===== src/rtl/datapath_router.sv =====
// Registered mode-select steering between the program/variable RAM read ports and decode/execute.
// Instruction and peek words are latched; load words are queued in a small FIFO for execute.
module datapath_router #(
    parameter int WORD_SIZE        = 16,
    parameter int MODE_SELECT_SIZE = 3,
    parameter int LOAD_DEPTH       = 4,
    parameter int CNT_W            = $clog2(LOAD_DEPTH + 1)
) (
    input  logic                        clk,
    input  logic                        rst_n,
    input  logic [WORD_SIZE-1:0]        p_ram_data,
    input  logic [WORD_SIZE-1:0]        v_ram_data,
    input  logic [MODE_SELECT_SIZE-1:0] mode,
    input  logic                        mode_valid,
    output logic                        mode_ready,
    output logic [WORD_SIZE-1:0]        instruction,
    output logic                        instr_valid,
    output logic [WORD_SIZE-1:0]        peek,
    output logic                        peek_valid,
    output logic [WORD_SIZE-1:0]        load,
    output logic                        load_valid,
    input  logic                        load_ready,
    output logic [CNT_W-1:0]            load_count,
    output logic                        load_flag
);

    localparam int PTR_W = $clog2(LOAD_DEPTH);

    localparam logic [MODE_SELECT_SIZE-1:0] MODE_PEEK   = MODE_SELECT_SIZE'(1);
    localparam logic [MODE_SELECT_SIZE-1:0] MODE_PUSH_P = MODE_SELECT_SIZE'(2);
    localparam logic [MODE_SELECT_SIZE-1:0] MODE_PUSH_V = MODE_SELECT_SIZE'(3);
    localparam logic [MODE_SELECT_SIZE-1:0] MODE_FSET   = MODE_SELECT_SIZE'(4);
    localparam logic [MODE_SELECT_SIZE-1:0] MODE_FCLR   = MODE_SELECT_SIZE'(5);
    localparam logic [MODE_SELECT_SIZE-1:0] MODE_FLUSH  = MODE_SELECT_SIZE'(6);

    logic [WORD_SIZE-1:0] instr_reg, instr_next;
    logic [WORD_SIZE-1:0] peek_reg, peek_next;
    logic                 instr_valid_reg, instr_valid_next;
    logic                 peek_valid_reg, peek_valid_next;
    logic                 load_flag_reg, load_flag_next;
    logic [CNT_W-1:0]     count_reg, count_next;
    logic [PTR_W-1:0]     rd_ptr_reg, rd_ptr_next;
    logic [PTR_W-1:0]     wr_ptr_reg, wr_ptr_next;

    logic [WORD_SIZE-1:0] fifo_mem [LOAD_DEPTH];
    logic [LOAD_DEPTH-1:0] wr_en;

    logic                 accept;
    logic                 push;
    logic                 pop;
    logic                 flush;
    logic [WORD_SIZE-1:0] push_data;

    // Handshake flags come from the registered count only, so neither ready nor
    // valid depends combinationally on the other side's request.
    assign mode_ready = (count_reg != CNT_W'(LOAD_DEPTH));
    assign load_valid = (count_reg != '0);
    assign accept     = mode_valid && mode_ready;
    assign pop        = load_valid && load_ready;

    // Command decode; modes 0, 7 and anything above 7 all fetch an instruction.
    always_comb begin
        instr_next       = instr_reg;
        peek_next        = peek_reg;
        load_flag_next   = load_flag_reg;
        instr_valid_next = 1'b0;
        peek_valid_next  = 1'b0;
        push             = 1'b0;
        push_data        = p_ram_data;
        flush            = 1'b0;
        if (accept) begin
            case (mode)
                MODE_PEEK: begin
                    peek_next       = p_ram_data;
                    peek_valid_next = 1'b1;
                end
                MODE_PUSH_P: push = 1'b1;
                MODE_PUSH_V: begin
                    push      = 1'b1;
                    push_data = v_ram_data;
                end
                MODE_FSET:  load_flag_next = 1'b1;
                MODE_FCLR:  load_flag_next = 1'b0;
                MODE_FLUSH: flush          = 1'b1;
                default: begin
                    instr_next       = p_ram_data;
                    instr_valid_next = 1'b1;
                end
            endcase
        end
    end

    // Occupancy and pointers; a flush overrides a same-cycle pop.
    always_comb begin
        count_next  = count_reg;
        rd_ptr_next = rd_ptr_reg;
        wr_ptr_next = wr_ptr_reg;
        if (flush) begin
            count_next  = '0;
            rd_ptr_next = '0;
            wr_ptr_next = '0;
        end else begin
            count_next = count_reg + CNT_W'(push) - CNT_W'(pop);
            if (push) wr_ptr_next = wr_ptr_reg + PTR_W'(1);
            if (pop)  rd_ptr_next = rd_ptr_reg + PTR_W'(1);
        end
    end

    always_ff @(posedge clk or negedge rst_n) begin
        if (!rst_n) begin
            instr_reg       <= '0;
            peek_reg        <= '0;
            instr_valid_reg <= 1'b0;
            peek_valid_reg  <= 1'b0;
            load_flag_reg   <= 1'b0;
            count_reg       <= '0;
            rd_ptr_reg      <= '0;
            wr_ptr_reg      <= '0;
        end else begin
            instr_reg       <= instr_next;
            peek_reg        <= peek_next;
            instr_valid_reg <= instr_valid_next;
            peek_valid_reg  <= peek_valid_next;
            load_flag_reg   <= load_flag_next;
            count_reg       <= count_next;
            rd_ptr_reg      <= rd_ptr_next;
            wr_ptr_reg      <= wr_ptr_next;
        end
    end

    genvar gi;
    generate
        for (gi = 0; gi < LOAD_DEPTH; gi++) begin : g_wr_en
            assign wr_en[gi] = push && (wr_ptr_reg == PTR_W'(gi));
        end
    endgenerate

    // Storage is not reset: entries are only observed after being written.
    always_ff @(posedge clk) begin
        for (int i = 0; i < LOAD_DEPTH; i++) begin
            if (wr_en[i]) fifo_mem[i] <= push_data;
        end
    end

    assign instruction = instr_reg;
    assign instr_valid = instr_valid_reg;
    assign peek        = peek_reg;
    assign peek_valid  = peek_valid_reg;
    assign load        = fifo_mem[rd_ptr_reg];
    assign load_count  = count_reg;
    assign load_flag   = load_flag_reg;

endmodule


===== config.mk =====
export PLATFORM = sky130hd
export DESIGN_NAME = datapath_router
export DESIGN_NICKNAME = d
export VERILOG_FILES = /design/src/rtl/datapath_router.sv
export SDC_FILE = /design/constraint.sdc
export NUM_CORES = 1
export LEC_CHECK = 0
export ABC_AREA = 1
export CAP_MARGIN = 40
export CORE_MARGIN = 2
export CORE_UTILIZATION = 55
export DETAILED_ROUTE_END_ITERATION = 16
export GPL_ROUTABILITY_DRIVEN = 0
export PLACE_DENSITY = 0.87
export RECOVER_POWER = 25
export SYNTH_ARGS = -nofsm -noshare
export SYNTH_HDL_FRONTEND = slang
export SYNTH_SLANG_ARGS = --single-unit
export TNS_END_PERCENT = 1

===== constraint.sdc =====
create_clock -name clk -period 4.3 [get_ports clk]
set_input_delay 0.645 -clock clk [delete_from_list [all_inputs] [get_ports clk]]
set_output_delay 0.645 -clock clk [all_outputs]
set_load 0.02 [all_outputs]

==> reports/qor.txt <==
STATUS
----------------------------------------------------------------------------------
Run status                                                            finished with violations
Failing checks                                                        max-capacitance violations, max-slew violations

LOGIC SYNTHESIS
----------------------------------------------------------------------------------
Average cell area after synthesis                                         10.5 µm²
Count of flip-flops with a built-in enable after synthesis                      64
Yosys reg bits                                                                 106
Cells taking the most area after synthesis                            sky130_fd_sc_hd__edfxtp_1 (42%), sky130_fd_sc_hd__dfrtp_1 (23%), sky130_fd_sc_hd__nand2_1 (10%)
Distinct cells, synth                                                           23
Sequential cell area fraction in the yosys report                            65.3%
Number of warnings printed during yosys synthesis                                0
Post-synth top area cell                                              sky130_fd_sc_hd__edfxtp_1
Post-synth ARST share                                                        39.6%
Synthesized instance count                                                     433
Syn_nets                                                                       479
Portion of synthesized cell area occupied by the leading cell type           42.2%
Most instantiated flip-flop cell in the synthesis netlist             sky130_fd_sc_hd__edfxtp_1
Leading cell type by number of instances after synthesis              sky130_fd_sc_hd__nand2_1
Post-Syn Area                                                          0.00455 mm²
Leading post-synthesis cells by instance count                        sky130_fd_sc_hd__nand2_1 (127), sky130_fd_sc_hd__edfxtp_1 (64), sky130_fd_sc_hd__nor2_1 (43)

FLOORPLANNING
----------------------------------------------------------------------------------
Die span in y                                                              95.0 µm
Die W                                                                      95.0 µm
Die area                                                               0.00902 mm²
I/O Pins                                                                        95
Placeable core region                                                  0.00813 mm²
Starting density of the core                                                 55.9%
Cell Rows                                                                       33

CLOCKING
----------------------------------------------------------------------------------
Clock tree from TritonCTS                                                     done
CTS Hold Bufs                                                                    0
Clk sinks                                                                      106
Clock H-tree levels                                                              3
Worst-path clk slew                                                        0.11 ns
Max clock buf depth                                                              2
Post-cts gate resize count                                                       0
Worst skew pair latency                                                    0.36 ns
CTS Root Cell                                                         sky130_fd_sc_hd__clkbuf_8
Post-CTS repair timing setup buffer count                                        0
Number of buffers created by CTS                                                 9

STA
----------------------------------------------------------------------------------
Post-Route Skew                                                         0.00969 ns
Post-layout min period                                                     3.43 ns
Final hold violation count                                                       0
RSZ-0062 raised after global routing                                            no
Maximum clock rate                                                         292 MHz
Final setup violating endpoints                                                  0
Total negative setup slack                                                    0 ns
Final-report max-slew violation count                                           38
Pin slew with the least headroom to its limit                              1.92 ns
Share of the clock period used by the worst path                             79.8%
Headroom to the max-slew limit                                              -27.9%

FINISH
----------------------------------------------------------------------------------
Layout cells sized above 1                                                   6.42%
Flip-flop count of the largest register, all copies and words added             64
Final layout net count                                                         571
Multi-input logic area                                                 0.00133 mm²
Layout Area Growth over Synthesis                                            25.4%
Antenna diodes                                                                   0
Area used by sequential logic in the layout                            0.00297 mm²
Count of fill cells added during filler insertion                              595

GRT
----------------------------------------------------------------------------------
Antenna violations before repair                                                 0
First-pass GRT wire length                                                 16.5 mm
Number of global-route vias before repair                                    3,380
Pin count of the biggest net entering global routing                            38
Total routing resource utilization after global routing                      24.4%
Total grt overflow                                                               0

POWER
----------------------------------------------------------------------------------
Internal portion of total power                                            2.16 mW
Post-route total power                                                     3.55 mW
Standby leakage power                                                      2.43 nW
Portion of total power attributed to the clock network                       16.6%
Sw Ratio                                                                     39.2%
Sw power                                                                   1.39 mW
Worst IR Drop VDD                                                         0.288 mV
Logic gate share of total power                                              43.8%
PwrDens                                                                 622 mW/mm²
Proportion of power drawn by flip-flops and latches                          39.6%

CRITICAL PATH
----------------------------------------------------------------------------------
Critical path endpoint category                                           register
Data required, critical path                                               4.60 ns
Arrival time reported for the critical path endpoint                       3.73 ns
CP Max Fanout                                                                   37
Flop2flop setup slack                                                      1.02 ns
Kind of launch point of the worst setup path                            input port
Class of the most critical setup path                                 input port to register
Count of cells along the worst register-to-register path                         7

ROUTE
----------------------------------------------------------------------------------
Overall routed net length                                                  10.3 mm
DRC violation total after the first TritonRoute iteration                      169
Count of unresolved DRC violations after routing                                 0
Via count                                                                    3,421
Detail Route Antenna Nets                                                        0
Via count normalized by instance count                                        5.39
First-pass DRT Iterations                                                        5
Wire length per cell                                                       16.2 µm

MIN PATH
----------------------------------------------------------------------------------
Hold crit path type                                                   input port to async pin

PLACE
----------------------------------------------------------------------------------
Detailed-placement wirelength estimate                                     7.14 mm
Count of input and output buffers                                               94

JOB
----------------------------------------------------------------------------------
Number of maximum-capacitance constraint violations                              1

[power by group through the flow]
stage                     logic (mW)  clock network, mW  registers [mW]
after floorplan                0.732                  0            1.55
final                           1.55              0.589            1.41
after detailed placement        1.58                  0            1.42
after global routing            1.70              0.632            1.43
after global placement          1.52                  0            1.42
after CTS                       1.58              0.595            1.40
[kinds of logic (layout without fill, tap and decap cells)]
| family | count (synthesis) | in the layout | share of synthesized area [%] |
|---|---|---|---|
| adder cells (fa/ha/maj) | 7 | 7 | 2.09 |
| AO/OA/AOI/OAI | 49 | 49 | 6.08 |
| XOR/XNOR | 1 | 1 | 0.193 |
| flip-flops | 106 | 106 | 65.3 |
| buffers and inverters | 45 | 142 | 4.95 |
| AND/OR/NAND/NOR | 225 | 225 | 21.3 |
[worst paths after layout]
path / startpoint / endpoint
worst max-delay path: mode_valid / peek[6]
worst min-delay path: rst_n / load_count[2]
worst max register to register: load_count[1] / peek[6]
worst min register to register: peek[8] / peek[8]
max in group asynchronous: rst_n / instruction[14]
min in group clk: peek[8] / peek[8]
[layout make-up]
type / instances / area share [%]
Multi-Input combinational cell: 282 / 23.3
Timing Repair Buffer: 100 / 17.1
Clock buffer: 9 / 2.17
Inverter: 26 / 1.73
Sequential cell: 106 / 52.1
Tap cell: 105 / 2.30
Clock inverter: 7 / 1.29
[metal layers]
metal / global-route usage (%) / routed length [µm]
met5: 0 / 0
met4: 11.0 / 259
met3: 3.83 / 566
met2: 40.2 / 5230
met1: 32.3 / 4260
[critical path, cell delays in order]
cell and delay [ns]:
sky130_fd_sc_hd__dlygate4sd3_1 0.60, sky130_fd_sc_hd__nand2_1 0.17, sky130_fd_sc_hd__clkinvlp_2 1.07, sky130_fd_sc_hd__nand2_1 1.03, sky130_fd_sc_hd__nand2_1 0.12, sky130_fd_sc_hd__nand2_1 0.09
[metrics by stage]
stage	hold slack (ns)	worst slack (ns)	area [µm²]	util (%)	std cells
after global placement	0.454	1.33	5530	68.0	618
after floorplan	0.349	1.98	4550	-	433
after global routing	0.147	0.581	5710	70.1	635
final	0.144	0.870	5710	70.1	635
after detailed placement	0.457	1.21	5550	68.2	619
after CTS	0.0915	0.876	5750	70.7	635
[cell usage in the layout (no fill, tap or decap), types with 4 or more instances in the layout]
cell	n
sky130_fd_sc_hd__clkdlybuf4s50_1	84
sky130_fd_sc_hd__nand2_1	129
sky130_fd_sc_hd__clkbuf_8	9
sky130_fd_sc_hd__nand3_1	40
sky130_fd_sc_hd__inv_1	22
sky130_fd_sc_hd__o21ai_0	32
sky130_fd_sc_hd__buf_4	5
sky130_fd_sc_hd__dfrtp_1	42
sky130_fd_sc_hd__nor2_1	44
sky130_fd_sc_hd__dlygate4sd3_1	9
sky130_fd_sc_hd__o22ai_1	16
sky130_fd_sc_hd__ha_1	6
sky130_fd_sc_hd__edfxtp_1	64
sky130_fd_sc_hd__clkinv_4	4
Note: power is estimated with default switching activity, not from simulation.
